--- src/rtl/lfsr_prbs_sync.sv ---
// Purpose : PRBS lock/error controller around a self-synchronizing (feed-forward) Fibonacci LFSR descrambler.
// Latency : word T -> word_err/word_err_bits/word_err_valid in cycle T+1; locked and counters reflect word T in cycle T+2.
// Backpressure: none; data_in_valid qualifies each word, and idle cycles leave the LFSR, FSM and counters untouched.
//
// Ports:
//   clk, rst          clock, synchronous active-high reset
//   data_in(_valid)   received PRBS word and its qualifier
//   clear_counters    zero bit/word/lock-loss counters (FSM unaffected)
//   locked            FSM is in LOCKED
//   word_err(_bits)   registered "word had errors" flag and error popcount, qualified by word_err_valid
//   *_count           saturating counters (bit/word errors while LOCKED, LOCKED->HUNT transitions)
//
// Build option: define LFSR_PRBS_SYNC_INVERT_EN to invert data_in before the LFSR (accepts inverted PRBS).
module lfsr_prbs_sync #(
    parameter int                    LFSR_WIDTH  = 31,
    parameter logic [LFSR_WIDTH-1:0] LFSR_POLY   = 31'h10000001,
    parameter bit                    REVERSE     = 1'b0,
    parameter int                    DATA_WIDTH  = 32,
    parameter int                    LOCK_COUNT  = 16,
    parameter int                    WINDOW      = 64,
    parameter int                    UNLOCK_ERRS = 8,
    parameter int                    CNT_WIDTH   = 32
) (
    input  logic                              clk,
    input  logic                              rst,
    input  logic [DATA_WIDTH-1:0]             data_in,
    input  logic                              data_in_valid,
    input  logic                              clear_counters,
    output logic                              locked,
    output logic                              word_err,
    output logic [$clog2(DATA_WIDTH+1)-1:0]   word_err_bits,
    output logic                              word_err_valid,
    output logic [CNT_WIDTH-1:0]              bit_err_count,
    output logic [CNT_WIDTH-1:0]              word_err_count,
    output logic [CNT_WIDTH-1:0]              lock_loss_count
);

    localparam int BITS_W     = $clog2(DATA_WIDTH + 1);
    // Words needed before the feed-forward state holds only received data.
    localparam int WARM_WORDS = (LFSR_WIDTH + DATA_WIDTH - 1) / DATA_WIDTH;
    localparam int WARM_W     = $clog2(WARM_WORDS + 1);
    localparam int CLEAN_W    = $clog2(LOCK_COUNT + 1);
    localparam int WIN_W      = $clog2(WINDOW + 1);
    localparam int BAD_W      = $clog2(UNLOCK_ERRS + 1);
    localparam int SUM_W      = ((CNT_WIDTH > BITS_W) ? CNT_WIDTH : BITS_W) + 1;
    localparam logic [CNT_WIDTH-1:0] CNT_MAX = '1;

    typedef enum logic [1:0] {
        ST_WARMUP = 2'd0,
        ST_HUNT   = 2'd1,
        ST_LOCKED = 2'd2
    } state_t;

    // ------------------------------------------------------------------
    // Descrambler
    // ------------------------------------------------------------------
    logic [DATA_WIDTH-1:0] data_fed;
    logic [DATA_WIDTH-1:0] lfsr_in;
    logic [DATA_WIDTH-1:0] lfsr_out_raw;
    logic [DATA_WIDTH-1:0] lfsr_out;
    logic [LFSR_WIDTH-1:0] lfsr_st;
    logic                  lfsr_fb;
    logic [LFSR_WIDTH-1:0] lfsr_q, lfsr_d;
    logic [BITS_W-1:0]     pop_d;

`ifdef LFSR_PRBS_SYNC_INVERT_EN
    assign data_fed = ~data_in;
`else
    assign data_fed = data_in;
`endif

    always_comb begin
        lfsr_in = '0;
        for (int i = 0; i < DATA_WIDTH; i++) begin
            lfsr_in[i] = REVERSE ? data_fed[DATA_WIDTH-1-i] : data_fed[i];
        end
    end

    // MSB is the first bit on the wire. Each bit is XORed with the tapped
    // history; feed-forward means the received bit itself enters the state,
    // so the descrambler resynchronizes after LFSR_WIDTH clean bits.
    always_comb begin
        lfsr_st      = lfsr_q;
        lfsr_out_raw = '0;
        lfsr_fb      = 1'b0;
        for (int i = DATA_WIDTH - 1; i >= 0; i--) begin
            lfsr_fb = lfsr_st[LFSR_WIDTH-1] ^ lfsr_in[i];
            for (int j = 1; j < LFSR_WIDTH; j++) begin
                if (LFSR_POLY[j]) begin
                    lfsr_fb = lfsr_fb ^ lfsr_st[j-1];
                end
            end
            lfsr_out_raw[i] = lfsr_fb;
            lfsr_st         = {lfsr_st[LFSR_WIDTH-2:0], lfsr_in[i]};
        end
    end

    always_comb begin
        lfsr_out = '0;
        pop_d    = '0;
        for (int i = 0; i < DATA_WIDTH; i++) begin
            lfsr_out[i] = REVERSE ? lfsr_out_raw[DATA_WIDTH-1-i] : lfsr_out_raw[i];
        end
        for (int i = 0; i < DATA_WIDTH; i++) begin
            pop_d = pop_d + BITS_W'(lfsr_out[i]);
        end
    end

    assign lfsr_d = data_in_valid ? lfsr_st : lfsr_q;

    always_ff @(posedge clk) begin
        if (rst) begin
            lfsr_q <= '1;
        end else begin
            lfsr_q <= lfsr_d;
        end
    end

    // ------------------------------------------------------------------
    // Stage 1 registers and lock FSM
    // ------------------------------------------------------------------
    state_t              state_q;
    logic [WARM_W-1:0]   warm_q;
    logic [CLEAN_W-1:0]  clean_q;
    logic [WIN_W-1:0]    win_q;
    logic [BAD_W-1:0]    bad_q;
    logic                locked_q;
    logic                err_vld_q;
    logic                err_q;
    logic [BITS_W-1:0]   err_bits_q;
    logic                count_en;
    logic                unlock_evt;

    assign count_en   = err_vld_q && (state_q == ST_LOCKED);
    assign unlock_evt = count_en && err_q && (bad_q == BAD_W'(UNLOCK_ERRS - 1));

    always_ff @(posedge clk) begin
        if (rst) begin
            state_q    <= ST_WARMUP;
            warm_q     <= '0;
            clean_q    <= '0;
            win_q      <= '0;
            bad_q      <= '0;
            locked_q   <= 1'b0;
            err_vld_q  <= 1'b0;
            err_q      <= 1'b0;
            err_bits_q <= '0;
        end else begin
            err_vld_q  <= data_in_valid;
            err_q      <= data_in_valid && (|lfsr_out);
            err_bits_q <= data_in_valid ? pop_d : '0;

            if (err_vld_q) begin
                case (state_q)
                    ST_WARMUP: begin
                        if (warm_q == WARM_W'(WARM_WORDS - 1)) begin
                            state_q <= ST_HUNT;
                            clean_q <= '0;
                        end else begin
                            warm_q <= warm_q + WARM_W'(1);
                        end
                    end
                    ST_HUNT: begin
                        if (err_q) begin
                            clean_q <= '0;
                        end else if (clean_q == CLEAN_W'(LOCK_COUNT - 1)) begin
                            state_q  <= ST_LOCKED;
                            locked_q <= 1'b1;
                            win_q    <= '0;
                            bad_q    <= '0;
                        end else begin
                            clean_q <= clean_q + CLEAN_W'(1);
                        end
                    end
                    ST_LOCKED: begin
                        // Unlock takes priority over the window rollover.
                        if (unlock_evt) begin
                            state_q  <= ST_HUNT;
                            locked_q <= 1'b0;
                            clean_q  <= '0;
                        end else if (win_q == WIN_W'(WINDOW - 1)) begin
                            win_q <= '0;
                            bad_q <= '0;
                        end else begin
                            win_q <= win_q + WIN_W'(1);
                            if (err_q) begin
                                bad_q <= bad_q + BAD_W'(1);
                            end
                        end
                    end
                    default: begin
                        state_q  <= ST_WARMUP;
                        warm_q   <= '0;
                        locked_q <= 1'b0;
                    end
                endcase
            end
        end
    end

    // ------------------------------------------------------------------
    // Saturating counters
    // ------------------------------------------------------------------
    logic [CNT_WIDTH-1:0] bit_cnt_q,  bit_cnt_d;
    logic [CNT_WIDTH-1:0] word_cnt_q, word_cnt_d;
    logic [CNT_WIDTH-1:0] loss_cnt_q, loss_cnt_d;
    logic [SUM_W-1:0]     bit_sum;

    // Word popcount can exceed a narrow counter, so add in a wider domain.
    assign bit_sum = SUM_W'(bit_cnt_q) + SUM_W'(err_bits_q);

    always_comb begin
        bit_cnt_d  = bit_cnt_q;
        word_cnt_d = word_cnt_q;
        loss_cnt_d = loss_cnt_q;
        if (clear_counters) begin
            bit_cnt_d  = '0;
            word_cnt_d = '0;
            loss_cnt_d = '0;
        end else begin
            if (count_en) begin
                bit_cnt_d = (bit_sum > SUM_W'(CNT_MAX)) ? CNT_MAX : bit_sum[CNT_WIDTH-1:0];
            end
            if (count_en && err_q && (word_cnt_q != CNT_MAX)) begin
                word_cnt_d = word_cnt_q + CNT_WIDTH'(1);
            end
            if (unlock_evt && (loss_cnt_q != CNT_MAX)) begin
                loss_cnt_d = loss_cnt_q + CNT_WIDTH'(1);
            end
        end
    end

    always_ff @(posedge clk) begin
        if (rst) begin
            bit_cnt_q  <= '0;
            word_cnt_q <= '0;
            loss_cnt_q <= '0;
        end else begin
            bit_cnt_q  <= bit_cnt_d;
            word_cnt_q <= word_cnt_d;
            loss_cnt_q <= loss_cnt_d;
        end
    end

    assign locked          = locked_q;
    assign word_err        = err_q;
    assign word_err_bits   = err_bits_q;
    assign word_err_valid  = err_vld_q;
    assign bit_err_count   = bit_cnt_q;
    assign word_err_count  = word_cnt_q;
    assign lock_loss_count = loss_cnt_q;

endmodule

--- config.mk ---
export PLATFORM = sky130hd
export DESIGN_NAME = lfsr_prbs_sync
export DESIGN_NICKNAME = d
export VERILOG_FILES = /design/src/rtl/lfsr_prbs_sync.sv
export SDC_FILE = /design/constraint.sdc
export NUM_CORES = 1
export LEC_CHECK = 0
export BUFFER_PORTS_ARGS = -buffer_cell sky130_fd_sc_hd__buf_2
export CORE_ASPECT_RATIO = 0.9
export CORE_MARGIN = 2
export CORE_UTILIZATION = 50
export DETAILED_ROUTE_END_ITERATION = 12
export GPL_ROUTABILITY_DRIVEN = 0
export PLACE_DENSITY = 0.86
export SYNTH_ARGS = -nofsm -noshare
export SYNTH_HDL_FRONTEND = slang
export SYNTH_SLANG_ARGS = --single-unit
--- constraint.sdc ---
create_clock -name clk -period 4.9 [get_ports clk]
set_input_delay 0.245 -clock clk [delete_from_list [all_inputs] [get_ports clk]]
set_output_delay 0.245 -clock clk [all_outputs]
set_load 0.02 [all_outputs]
==> summary.md <==
| Metric | Value |
|---|---|
| 1st-iter DRT viols | `448` |
| Crit path arrival time | `5.36 ns` |
| Crit path launch | `lfsr_q[21]` |
| Area of the die | `18100 µm²` |
| ANT nets after route | `0` |
| Most common cell in the netlist | `dfxtp_1` |
| Inserted Clock Buffers | `17` |
| Synth top cells by count | `dfxtp_1 (154), nor2_1 (108), xor2_1 (65), xnor2_1 (63), inv_1 (43)` |
| Netlist cell types | `72` |
| Mux share of post-synthesis cell area | `0.587%` |
| CTS Hold Bufs | `0` |
| WHS | `0.0616 ns` |
| CTS max path bufs | `2` |
| CP required | `5.21 ns` |
| CP startpoint kind | `register` |
| R2R setup slack | `-0.15 ns` |
| Antenna violations before repair | `0` |
| YS warnings | `0` |
| Root buf cell | `clkbuf_16` |
| Share of layout cells above drive strength 1 | `21.7%` |
| CTS tree | `built` |
| Rows | `45` |
| RSZ-0062 raised after global routing | `true` |
| Overflow after GRT | `0` |
| Later-pin clock latency in the skew report | `0.42 ns` |
| Final cell count without fillers | `1336` |
| Lkg Pwr | `0.00423 µW` |
| Vias per cell | `5.57` |
| Synth Area in Simple Gates | `24.8%` |
| Core area | `16800 µm²` |
| Fin crit period | `5.05 ns` |
| Compound-cell area share of the yosys netlist | `12.5%` |
| CP Max Fanout | `2` |
| Power density cells | `564 nW/µm²` |
| Setup WS post-layout | `-0.151 ns` |
| Cell accounting for the most synthesized area | `dfxtp_1` |
| First-pass GRT wire length | `33.2 mm` |
| I/O pins | `141` |
| Largest net degree at the start of global routing | `64` |
| Mapped cell area | `8530 µm²` |
| Net Count, Synth | `1035` |
| Adder-cell share of the synthesized area | `9.39%` |
| Max Cap Viol | `0` |
| Detailed-route wire length per cell | `15.2 µm` |
| Slew margin rel. | `30.6%` |
| Die Width | `142 µm` |
| Pre-CTS setup slack | `-0.198 ns` |
| Final Power | `5800 µW` |
| R2R depth | `20` |
| Seq cells post-synth | `154` |
| Asr flop ratio synth | `0%` |
| Final Hold Vio Count | `0` |
| Synth Area in XOR/XNOR | `13.1%` |
| Worst-case clock skew | `0.0160 ns` |
| Main synth FF type | `dfxtp_1` |
| Final nets | `1197` |
| WS Path Type | `register to register` |
| DRT Pass-1 Iters | `5` |
| Fmax | `198 MHz` |
| # clock sinks | `154` |
| Placed instance count | `1299` |
| Worst hold-check path type | `input port to register` |
| Largest family of logic cells by synthesized area | `simple AND/OR/NAND/NOR gates` |
| H-tree depth | `4` |
| Worst-path clk slew | `0.07 ns` |
| Antenna Diode Count | `0` |
| Worst setup path endpoint | `word_err_bits[4]` |
| Die height | `128 µm` |
| Hold Startpoint | `data_in[3]` |
| Share of the synthesized area in the top cell type | `36.1%` |
| Violated checks | `negative setup slack` |
| Final setup fails | `4` |
| Reg-to-Reg Start | `lfsr_q[21]` |
| Syn Inst Count | `950` |
| Via count | `7446` |
| Worst slew pin tran | `1.04 ns` |
| Top cells by area, synth | `dfxtp_1 (36%), xor2_1 (6.7%), xnor2_1 (6.5%), fa_1 (5.9%), nor2_1 (4.8%)` |
| Global Route Usage Sum | `22.4%` |
| Routed wire length | `20.2 mm` |
| FF-to-FF End | `word_err_bits[4]` |
| Post-synthesis sequential area ratio | `36.1%` |
| Number of port buffers | `140` |
| Peak VDD IR | `1100 µV` |
| Final period utilization | `103%` |
| DRC | `0` |
| Vias in the first global route | `6807` |
| Initial Util | `50.9%` |
| Final Max Slew Viols | `0` |
| Status | `finished with violations` |
| Detailed Place HPWL | `14.5 mm` |
| Number of synthesized flops with an enable pin | `0` |
| Crit. End Element | `register` |
| Area growth from synthesis to final layout | `20.5%` |
| Synthesized area per cell | `8.98 µm²` |
==> kinds of logic after synthesis <==
kind of cell | Yosys count
compound gates | 151
xor+xnor | 128
fa+ha+maj | 49
buf+inv | 75
flops | 154
mux | 5
simple gates | 388
==> placed cells by master (no fill, tap or decap), drive strengths merged, types with 20 or more instances in the layout <==
cell type	instances
a211o	32
buf	175
nor2b	41
nand4	43
and3	20
o21ai	27
a21oi	40
nor2	109
inv	48
xor2	65
dfxtp	154
ha	24
nand2	43
xnor2	63
clkbuf	20
fa	25
nand3	41
==> power breakdown <==
group / total [µW] / switching, µW / internal (µW)
Combinational: 3200 / 1660 / 1550
Clock: 1270 / 566 / 705
Sequential: 1330 / 29.1 / 1300
==> per-layer routing <==
| layer | vias to the layer above | routed length (µm) | GRT usage [%] |
|---|---|---|---|
| li1 | 3678 | - | - |
| met1 | 3530 | 9280 | 30.0 |
| met2 | 215 | 9700 | 37.2 |
| met3 | 23 | 997 | 4.67 |
| met4 | 0 | 269 | 5.29 |
| met5 | - | 0 | 0 |
==> critical path, stage by stage (launching register included) <==
cell and delay [ns]:
dfxtp_2 0.33, xnor2_2 0.21, xnor2_2 0.12, fa_1 0.58, inv_2 0.05, fa_1 0.55
inv_2 0.04, fa_1 0.49, fa_1 0.52, inv_2 0.04, fa_1 0.54, fa_1 0.40
inv_1 0.07, ha_2 0.18, inv_2 0.04, fa_2 0.38, inv_1 0.07, a21o_1 0.12
a21oi_2 0.06, xor2_1 0.12, nor2_1 0.05
==> per-stage QoR <==
stage               instance area, µm²  TNS, ns  util (%)
detailed placement                9590   -0.545      57.2
global placement                  9590   -0.135      57.2
global route                     10300   -0.958      61.3
finish                           10300   -0.290      61.3
floorplan                         8540        0         -
CTS                              10200   -0.127      60.8
==> area by class of cell <==
cell class                      count  area (µm²)
Clock buffer                       20         467
Clock inverter                     12         106
Fill cell                        1404        6500
Inverter                           43         161
Multi-Input combinational cell    721        5230
Sequential cell                   154        3090
Tap cell                          211         264
Timing Repair Buffer              175         963
==> state kept, by name (all words and copies together) (netlist names) <==
signal           cells
word_err_bits        6
word_err_valid       1
word_err             1
locked               1
word_err_count      32
clean_q              5
lfsr_q              31
bit_err_count       32
state_q              2
bad_q                4
win_q                7
lock_loss_count     32
==> repair_timing <==
action / in CTS / in global routing
pin swaps: 10 / 11
endpoints found under the hold margin: 0 / 0
resized for setup: 3 / 14
endpoints found under the setup margin: 4 / 5
setup buffers: 4 / 1
==> worst min path at each step <==
stage | to | slack, ns | depth (start not counted)
after CTS | lfsr_q[9] | 0.04 | 2
after floorplan | lfsr_q[26] | 0.36 | 1
after detailed placement | clean_q[4] | 0.44 | 2
after global placement | win_q[6] | 0.44 | 2
after global routing | lfsr_q[3] | 0.04 | 2
final | lfsr_q[3] | 0.06 | 2
Note: power is estimated with default switching activity, not from simulation.
